**config.mk**
```make
export PLATFORM = sky130hd
export DESIGN_NAME = dac_sample_mixer_flat
export DESIGN_NICKNAME = d
export VERILOG_FILES = /design/src/rtl/dac_sample_mixer_if.sv /design/src/rtl/dac_sample_mixer.sv /design/src/flat_wrapper.sv
export SDC_FILE = /design/constraint.sdc
export NUM_CORES = 1
export LEC_CHECK = 0
export CORE_ASPECT_RATIO = 0.8
export CORE_UTILIZATION = 45
export DETAILED_ROUTE_END_ITERATION = 16
export GPL_ROUTABILITY_DRIVEN = 0
export PLACE_DENSITY_LB_ADDON = 0.12
export SLEW_MARGIN = 20
export SYNTH_ARGS = -nofsm -noshare
export SYNTH_HDL_FRONTEND = slang
export SYNTH_SLANG_ARGS = --single-unit
export TNS_END_PERCENT = 10
```
**constraint.sdc**
```tcl
create_clock -name clk -period 4.7 [get_ports clk]
set_clock_uncertainty 0.05 [all_clocks]
set_input_delay 0.94 -clock clk [delete_from_list [all_inputs] [get_ports clk]]
set_output_delay 0.94 -clock clk [all_outputs]
set_load 0.05 [all_outputs]
```
**src/rtl/dac_sample_mixer_if.sv**
```systemverilog
`default_nettype none
// ============================================================================
// dac_sample_mixer_if : producer-side sample bus and DAC-side mixed output
// Revision 1.0
// ============================================================================
interface dac_sample_mixer_if #(
  parameter int NUM_SRC   = 2,
  parameter int IN_WIDTH  = 16,
  parameter int OUT_WIDTH = 16
);
  logic [NUM_SRC-1:0]          src_valid;
  logic [NUM_SRC*IN_WIDTH-1:0] src_l;
  logic [NUM_SRC*IN_WIDTH-1:0] src_r;
  logic [NUM_SRC-1:0]          src_en;
  logic [NUM_SRC*3-1:0]        src_atten;
  logic                        sample_valid;
  logic [OUT_WIDTH-1:0]        sample_l;
  logic [OUT_WIDTH-1:0]        sample_r;
  logic                        clip;

  modport master (
    output src_valid, src_l, src_r, src_en, src_atten,
    input  sample_valid, sample_l, sample_r, clip
  );

  modport slave (
    input  src_valid, src_l, src_r, src_en, src_atten,
    output sample_valid, sample_l, sample_r, clip
  );
endinterface
`default_nettype wire

```
**src/rtl/dac_sample_mixer.sv**
```systemverilog
`default_nettype none
// ============================================================================
// dac_sample_mixer : fixed-rate saturating stereo mixer feeding the DAC path
// Revision 1.0
// ============================================================================
module dac_sample_mixer #(
  parameter int NUM_SRC     = 2,
  parameter int IN_WIDTH    = 16,
  parameter int OUT_WIDTH   = 16,
  parameter int CLK_DIV     = 1024,
  parameter int STALE_TICKS = 4
) (
  input  wire logic         clk,
  input  wire logic         reset,
  dac_sample_mixer_if.slave bus
);
  localparam int ACC_W   = IN_WIDTH + $clog2(NUM_SRC) + 1;
  localparam int IDX_W   = (NUM_SRC > 1) ? $clog2(NUM_SRC) : 1;
  localparam int CNT_W   = $clog2(CLK_DIV);
  localparam int STALE_W = $clog2(STALE_TICKS + 1);
  localparam logic [IDX_W-1:0]   IDX_LAST  = IDX_W'(NUM_SRC - 1);
  localparam logic [STALE_W-1:0] STALE_MAX = STALE_W'(STALE_TICKS);

  localparam logic [1:0] ST_IDLE  = 2'd0;
  localparam logic [1:0] ST_ACCUM = 2'd1;
  localparam logic [1:0] ST_SAT   = 2'd2;
  localparam logic [1:0] ST_OUT   = 2'd3;

  logic [1:0]                 state_q, state_d;
  logic [CNT_W-1:0]           cnt_q, cnt_d;
  logic [IDX_W-1:0]           idx_q, idx_d;
  logic signed [ACC_W-1:0]    acc_l_q, acc_l_d, acc_r_q, acc_r_d;
  logic signed [IN_WIDTH-1:0] hold_l_q [NUM_SRC];
  logic signed [IN_WIDTH-1:0] hold_l_d [NUM_SRC];
  logic signed [IN_WIDTH-1:0] hold_r_q [NUM_SRC];
  logic signed [IN_WIDTH-1:0] hold_r_d [NUM_SRC];
  logic signed [IN_WIDTH-1:0] snap_l_q [NUM_SRC];
  logic signed [IN_WIDTH-1:0] snap_l_d [NUM_SRC];
  logic signed [IN_WIDTH-1:0] snap_r_q [NUM_SRC];
  logic signed [IN_WIDTH-1:0] snap_r_d [NUM_SRC];
  logic [STALE_W-1:0]         stale_q [NUM_SRC];
  logic [STALE_W-1:0]         stale_d [NUM_SRC];
  logic [STALE_W-1:0]         snap_stale_q [NUM_SRC];
  logic [STALE_W-1:0]         snap_stale_d [NUM_SRC];
  logic [OUT_WIDTH-1:0]       sample_l_q, sample_l_d, sample_r_q, sample_r_d;
  logic                       sample_valid_q, sample_valid_d, clip_q, clip_d;

  logic                       tick;
  logic signed [IN_WIDTH-1:0] in_l [NUM_SRC];
  logic signed [IN_WIDTH-1:0] in_r [NUM_SRC];
  logic [2:0]                 atten [NUM_SRC];
  logic signed [ACC_W-1:0]    ext_l, ext_r, term_l, term_r;
  logic [OUT_WIDTH-1:0]       sat_l, sat_r;
  logic                       clip_nxt;

  for (genvar i = 0; i < NUM_SRC; i++) begin : g_src
    assign in_l[i]  = bus.src_l[i*IN_WIDTH +: IN_WIDTH];
    assign in_r[i]  = bus.src_r[i*IN_WIDTH +: IN_WIDTH];
    assign atten[i] = bus.src_atten[i*3 +: 3];
  end

  assign tick  = (cnt_q == CNT_W'(CLK_DIV - 1));
  assign cnt_d = tick ? '0 : cnt_q + 1'b1;

  // Snapshot sees pre-capture state; a coinciding capture still clears stale.
  always_comb begin
    for (int i = 0; i < NUM_SRC; i++) begin
      hold_l_d[i]     = hold_l_q[i];
      hold_r_d[i]     = hold_r_q[i];
      stale_d[i]      = stale_q[i];
      snap_l_d[i]     = snap_l_q[i];
      snap_r_d[i]     = snap_r_q[i];
      snap_stale_d[i] = snap_stale_q[i];
      if (tick) begin
        snap_l_d[i]     = hold_l_q[i];
        snap_r_d[i]     = hold_r_q[i];
        snap_stale_d[i] = stale_q[i];
        if (stale_q[i] != STALE_MAX) stale_d[i] = stale_q[i] + 1'b1;
      end
      if (bus.src_valid[i]) begin
        hold_l_d[i] = in_l[i];
        hold_r_d[i] = in_r[i];
        stale_d[i]  = '0;
      end
    end
  end

  always_comb begin
    ext_l  = ACC_W'(snap_l_q[idx_q]);
    ext_r  = ACC_W'(snap_r_q[idx_q]);
    term_l = '0;
    term_r = '0;
    if (bus.src_en[idx_q] && (snap_stale_q[idx_q] < STALE_MAX)) begin
      term_l = ext_l >>> atten[idx_q];
      term_r = ext_r >>> atten[idx_q];
    end
  end

  if (OUT_WIDTH >= ACC_W) begin : g_wide
    assign sat_l    = OUT_WIDTH'(acc_l_q);
    assign sat_r    = OUT_WIDTH'(acc_r_q);
    assign clip_nxt = 1'b0;
  end else begin : g_clamp
    localparam logic signed [ACC_W-1:0] OUT_MAX =
      {{(ACC_W-OUT_WIDTH+1){1'b0}}, {(OUT_WIDTH-1){1'b1}}};
    localparam logic signed [ACC_W-1:0] OUT_MIN = ~OUT_MAX;

    // Returns {clipped, value}.
    function automatic logic [OUT_WIDTH:0] clamp(input logic signed [ACC_W-1:0] a);
      if (a > OUT_MAX) return {1'b1, OUT_MAX[OUT_WIDTH-1:0]};
      if (a < OUT_MIN) return {1'b1, OUT_MIN[OUT_WIDTH-1:0]};
      return {1'b0, a[OUT_WIDTH-1:0]};
    endfunction

    logic [OUT_WIDTH:0] cl_l, cl_r;
    assign cl_l     = clamp(acc_l_q);
    assign cl_r     = clamp(acc_r_q);
    assign sat_l    = cl_l[OUT_WIDTH-1:0];
    assign sat_r    = cl_r[OUT_WIDTH-1:0];
    assign clip_nxt = cl_l[OUT_WIDTH] | cl_r[OUT_WIDTH];
  end

  always_ff @(posedge clk) begin
    if (reset) state_q <= ST_IDLE;
    else       state_q <= state_d;
  end

  always_comb begin
    state_d = state_q;
    case (state_q)
      ST_IDLE:  if (tick) state_d = ST_ACCUM;
      ST_ACCUM: if (idx_q == IDX_LAST) state_d = ST_SAT;
      ST_SAT:   state_d = ST_OUT;
      default:  state_d = ST_IDLE;
    endcase
  end

  always_comb begin
    idx_d          = idx_q;
    acc_l_d        = acc_l_q;
    acc_r_d        = acc_r_q;
    sample_valid_d = (state_q == ST_SAT);
    clip_d         = (state_q == ST_SAT) && clip_nxt;
    sample_l_d     = (state_q == ST_SAT) ? sat_l : sample_l_q;
    sample_r_d     = (state_q == ST_SAT) ? sat_r : sample_r_q;
    if (state_q == ST_IDLE && tick) begin
      idx_d   = '0;
      acc_l_d = '0;
      acc_r_d = '0;
    end else if (state_q == ST_ACCUM) begin
      acc_l_d = acc_l_q + term_l;
      acc_r_d = acc_r_q + term_r;
      if (idx_q != IDX_LAST) idx_d = idx_q + 1'b1;
    end
  end

  always_ff @(posedge clk) begin
    if (reset) begin
      cnt_q          <= '0;
      idx_q          <= '0;
      acc_l_q        <= '0;
      acc_r_q        <= '0;
      sample_l_q     <= '0;
      sample_r_q     <= '0;
      sample_valid_q <= 1'b0;
      clip_q         <= 1'b0;
      for (int i = 0; i < NUM_SRC; i++) begin
        hold_l_q[i]     <= '0;
        hold_r_q[i]     <= '0;
        snap_l_q[i]     <= '0;
        snap_r_q[i]     <= '0;
        stale_q[i]      <= STALE_MAX;
        snap_stale_q[i] <= STALE_MAX;
      end
    end else begin
      cnt_q          <= cnt_d;
      idx_q          <= idx_d;
      acc_l_q        <= acc_l_d;
      acc_r_q        <= acc_r_d;
      sample_l_q     <= sample_l_d;
      sample_r_q     <= sample_r_d;
      sample_valid_q <= sample_valid_d;
      clip_q         <= clip_d;
      for (int i = 0; i < NUM_SRC; i++) begin
        hold_l_q[i]     <= hold_l_d[i];
        hold_r_q[i]     <= hold_r_d[i];
        snap_l_q[i]     <= snap_l_d[i];
        snap_r_q[i]     <= snap_r_d[i];
        stale_q[i]      <= stale_d[i];
        snap_stale_q[i] <= snap_stale_d[i];
      end
    end
  end

  assign bus.sample_valid = sample_valid_q;
  assign bus.sample_l     = sample_l_q;
  assign bus.sample_r     = sample_r_q;
  assign bus.clip         = clip_q;

  // A mix pass must always finish before the next tick arrives.
  a_tick_in_idle: assert property (@(posedge clk) disable iff (reset)
    tick |-> (state_q == ST_IDLE));
endmodule
`default_nettype wire

```
**src/flat_wrapper.sv**
```systemverilog
// flat-port wrapper written by rule: the top's interface ports become plain ports
module dac_sample_mixer_flat 
#(
  parameter int NUM_SRC     = 2,
  parameter int IN_WIDTH    = 16,
  parameter int OUT_WIDTH   = 16,
  parameter int CLK_DIV     = 1024,
  parameter int STALE_TICKS = 4
)
  (clk, reset, bus_src_valid, bus_src_l, bus_src_r, bus_src_en, bus_src_atten, bus_sample_valid, bus_sample_l, bus_sample_r, bus_clip);
  dac_sample_mixer_if #(.NUM_SRC(NUM_SRC), .IN_WIDTH(IN_WIDTH), .OUT_WIDTH(OUT_WIDTH)) bus_i ();
  input  wire logic clk;
  input  wire logic reset;
  input wire logic [$bits(bus_i.src_valid)-1:0] bus_src_valid;
  input wire logic [$bits(bus_i.src_l)-1:0] bus_src_l;
  input wire logic [$bits(bus_i.src_r)-1:0] bus_src_r;
  input wire logic [$bits(bus_i.src_en)-1:0] bus_src_en;
  input wire logic [$bits(bus_i.src_atten)-1:0] bus_src_atten;
  output wire logic [$bits(bus_i.sample_valid)-1:0] bus_sample_valid;
  output wire logic [$bits(bus_i.sample_l)-1:0] bus_sample_l;
  output wire logic [$bits(bus_i.sample_r)-1:0] bus_sample_r;
  output wire logic [$bits(bus_i.clip)-1:0] bus_clip;
  assign bus_i.src_valid = bus_src_valid;
  assign bus_i.src_l = bus_src_l;
  assign bus_i.src_r = bus_src_r;
  assign bus_i.src_en = bus_src_en;
  assign bus_i.src_atten = bus_src_atten;
  assign bus_sample_valid = bus_i.sample_valid;
  assign bus_sample_l = bus_i.sample_l;
  assign bus_sample_r = bus_i.sample_r;
  assign bus_clip = bus_i.clip;
  dac_sample_mixer #(.NUM_SRC(NUM_SRC), .IN_WIDTH(IN_WIDTH), .OUT_WIDTH(OUT_WIDTH), .CLK_DIV(CLK_DIV), .STALE_TICKS(STALE_TICKS)) u_core (.clk(clk), .reset(reset), .bus(bus_i));
endmodule
```
==> metrics.md <==
| Metric | Value |
|---|---|
| CTS Sinks | 220 |
| DR iter-0 viols | 603 |
| Area occupied by multi-input gates | 0.00584 sq mm |
| Largest net degree at the start of global routing | 75 |
| CTS tree | done |
| Clock power share | 36.5% |
| Critical Path AT | 4560 ps |
| Total number of yosys warnings | 0 |
| Worst-path fanout max | 14 |
| Unique masters post-synth | 62 |
| WP data required | 5060 ps |
| Hold Fails Final Rpt | 0 |
| Leading post-synthesis cells by cell area | dfxtp_1 (27%), edfxtp_1 (18%), mux2i_1 (9.5%), mux4_2 (5.2%), ha_1 (4.7%) |
| First-pass GRT wire length | 41600 um |
| Max-Slew Margin vs Limit | 27.9% |
| Chip Width | 179 um |
| Pre-Repair DR Iteration Count | 5 |
| CTS Buffer Depth | 3 |
| Setup violators final | 0 |
| Main synth FF type | dfxtp_1 |
| Total Die Area | 0.0256 sq mm |
| Clk slew on worst S/H paths | 60 ps |
| GRT overflow | 0 |
| Post-Synth Adder-Cell Area | 5.04% |
| Top delay family on crit path | compound AO/OA/AOI/OAI gates |
| Cts repair resizes | 0 |
| Power Density | 401 mW/mm^2 |
| Leakage | 5.38 nW |
| Row cnt | 51 |
| Cells after Synth | 1101 |
| Net count after synthesis | 1221 |
| Final Total Pwr | 5.55 mW |
| Switch share | 28.9% |
| Hold WS | 406 ps |
| Vias in the first global route | 7828 |
| DR vias/cell | 5.36 |
| Slew Viols, Final | 0 |
| HPWL Detailed | 19200 um |
| Hold_sp | u_core.cnt_q[0]$_SDFF_PP0_ |
| Crit Reg-Reg Startpoint | u_core.idx_q$_SDFFE_PP0P_ |
| CTS H-tree lvls | 1 |
| Crit-path cells | clkdlybuf4s50_1, mux2i_4, buf_4, mux2i_1, and2_1, a211oi_1, ha_1, and2_1, o211ai_1, o211ai_2, a311oi_1, xor2_1, nor2_1, a31o_2 |
| Actual slew at the worst max-slew pin | 1080 ps |
| Comb pwr share | 25.0% |
| Die height | 143 um |
| CORE AREA | 0.0244 sq mm |
| Asr flop ratio synth | 0% |
| Fill count | 2158 |
| Post-synth EDFFs | 66 |
| DR DRC count | 0 |
| Register area | 0.00507 sq mm |
| Most frequent CP cell | and2_1 |
| Routed Antenna Nets | 0 |
| Post-synthesis sequential area ratio | 45.1% |
| Clock root cell | clkbuf_16 |
| Core Util, Final | 56.7% |
| Max frequency | 238 MHz |
| Largest family of logic cells by synthesized area | simple AND/OR/NAND/NOR gates |
| Worst-skew pair later-pin latency | 530 ps |
| Avg Inst Size Synth | 10.2 sq um |
| Hold_buf cts | 0 |
| Initial Util | 45.9% |
| Post-synth top area share | 27.5% |
| Worst Hold Class | flip-flop to flip-flop |
| Setup_tns | 0 ps |
| Synth-to-Final Area Change | 23.5% |
| Post-synthesis compound-gate area fraction | 13.5% |
| Setup Buffers After CTS | 0 |
| Layout cells sized above 1 | 13.6% |
| Sequential Power Share | 38.6% |
| Crit share post-route | 89.5% |
| Mux contribution to synthesized area | 15.3% |
| CTS buffer count | 24 |
| Port-buffer cells | 109 |
| Slowest CP cell | a211oi_1 |
| Post-Synth XOR/XNOR Area | 2.73% |
| Status | finished clean |
| Maxcap violations | 0 |
| Worst path max stage delay | 530 ps |
| Setup Crit Path Kind | input pin to flip-flop |
| Total GRT Usage | 20.7% |
| Minimum clock period | 4210 ps |
| Worst Setup SP | bus_src_atten[1] |
| Power Internal | 3.95 mW |
| Ant. Diodes | 0 |
| Synth Area in Simple Gates | 15.4% |
| WP buf/inv | 2 |
| Post-synthesis cell area | 0.0112 sq mm |
| Initial antenna violation count | 0 |
| Nets | 1363 |
| Via Count | 8456 |
| Net Switching | 1.61 mW |
| Worst vdd ir | 0.305 mV |
| Wire per inst | 16.6 um |
| CP Launch Type | input pin |
| CP endpoint kind | flip-flop |
| IO Pins | 110 |
| Synthesized flop and latch total | 220 |
| RSZ-0062 raised after global routing | false |
| Most area-hungry cell type in the Yosys netlist | dfxtp_1 |
| Final wirelength | 26200 um |
[layout make-up]
cell class | count | area share [%]
Multi-Input combinational cell | 800 | 42.1
Sequential cell | 220 | 36.5
Timing Repair Buffer | 185 | 12.0
Clock buffer | 27 | 4.49
Tap cell | 318 | 2.87
Clock inverter | 17 | 1.67
Inverter | 12 | 0.325
[cell usage after synthesis (14+ instances only)]
cell type    n
xor2_1      14
a211oi_1    47
edfxtp_1    66
mux4_2      26
a21oi_1     72
mux2i_1    106
ha_1        42
nand2_1     40
nand2b_1    36
and2_1      76
nor2_1     139
clkbuf_1    41
o21ai_0     57
dfxtp_1    154
xnor2_1     21
[path summary, 6_finish.rpt]
| kind | slack, ps | to | cells after the start |
|---|---|---|---|
| setup reg to reg | 660 | u_core.acc_r_q[13]$_SDFFE_PP0P_ | 13 |
| hold / removal | 410 | u_core.cnt_q[0]$_SDFF_PP0_ | 1 |
| hold reg to reg | 410 | u_core.cnt_q[0]$_SDFF_PP0_ | 1 |
| setup / recovery | 490 | u_core.acc_r_q[13]$_SDFFE_PP0P_ | 14 |
[worst register-to-register path: stages (launching register included)]
cell and delay, ps:
dfxtp_1 560, mux2i_4 570, buf_4 240, mux2i_1 90, and2_1 160, a211oi_1 530, ha_1 380, and2_1 160
o211ai_1 180, o211ai_2 190, a311oi_1 350, xor2_1 180, nor2_1 60, a31o_2 230
[sequential cells by signal (all words and copies together), names as in the netlist, 10 cells and up, named ones only]
| register | flops |
|---|---|
| u_core.hold_l_q | 32 |
| u_core.hold_r_q | 32 |
| u_core.snap_l_q | 32 |
| u_core.snap_r_q | 32 |
| u_core.acc_l_q | 18 |
| u_core.acc_r_q | 18 |
| u_core.bus.sample_l | 16 |
| u_core.bus.sample_r | 16 |
| u_core.cnt_q | 10 |
[power by group through the flow]
stage               logic [mW]  clock network (mW)  registers [mW]
global route              1.50                2.15            2.15
finish                    1.39                2.03            2.14
global placement          1.37                   0            2.18
CTS                       1.38                2.07            2.14
floorplan                0.943                   0            2.13
detailed placement        1.38                   0            2.18
[cells by family after synthesis]
logic type                 count (synthesis)
and+or+nand+nor                          347
AOI/OAI and AO/OA                        237
DFF                                      220
muxes                                    137
buffers and inverters                     81
adders and majority gates                 44
xor gates and xnor gates                  35
[metal layers]
layer,routed length (um),vias up,track usage (%),share of wire (%)
li1,-,4250,-,-
met1,13200,3959,31.3,50
met2,11000,210,30.3,42
met3,1500,37,3.81,5.7
met4,514,0,4.46,2.0
met5,0,-,0,0
[layout by cell type, fill, tap and decap left out, types with 13 or more instances in the layout]
cell               n
dfxtp_1          153
nor2_1           139
clkdlybuf4s50_1  106
mux2i_1          105
and2_1            76
buf_4             76
a21oi_1           72
edfxtp_1          66
o21ai_0           57
a211oi_1          47
ha_1              42
nand2_1           40
nand2b_1          35
mux4_2            26
clkbuf_16         24
xnor2_1           21
xor2_1            14
a21o_1            13
[metrics by stage]
stage | setup slack [ps] | cell area [sq um] | std cells
2_1_floorplan | 578 | 11200 | 1101
3_3_place_gp | 35.0 | 13000 | 1535
3_5_place_dp | -0.830 | 13000 | 1535
4_1_cts | 543 | 13900 | 1579
5_1_grt | 178 | 13900 | 1579
6_report | 493 | 13900 | 1579
No activity file was read; power rests on OpenSTA's default activity.
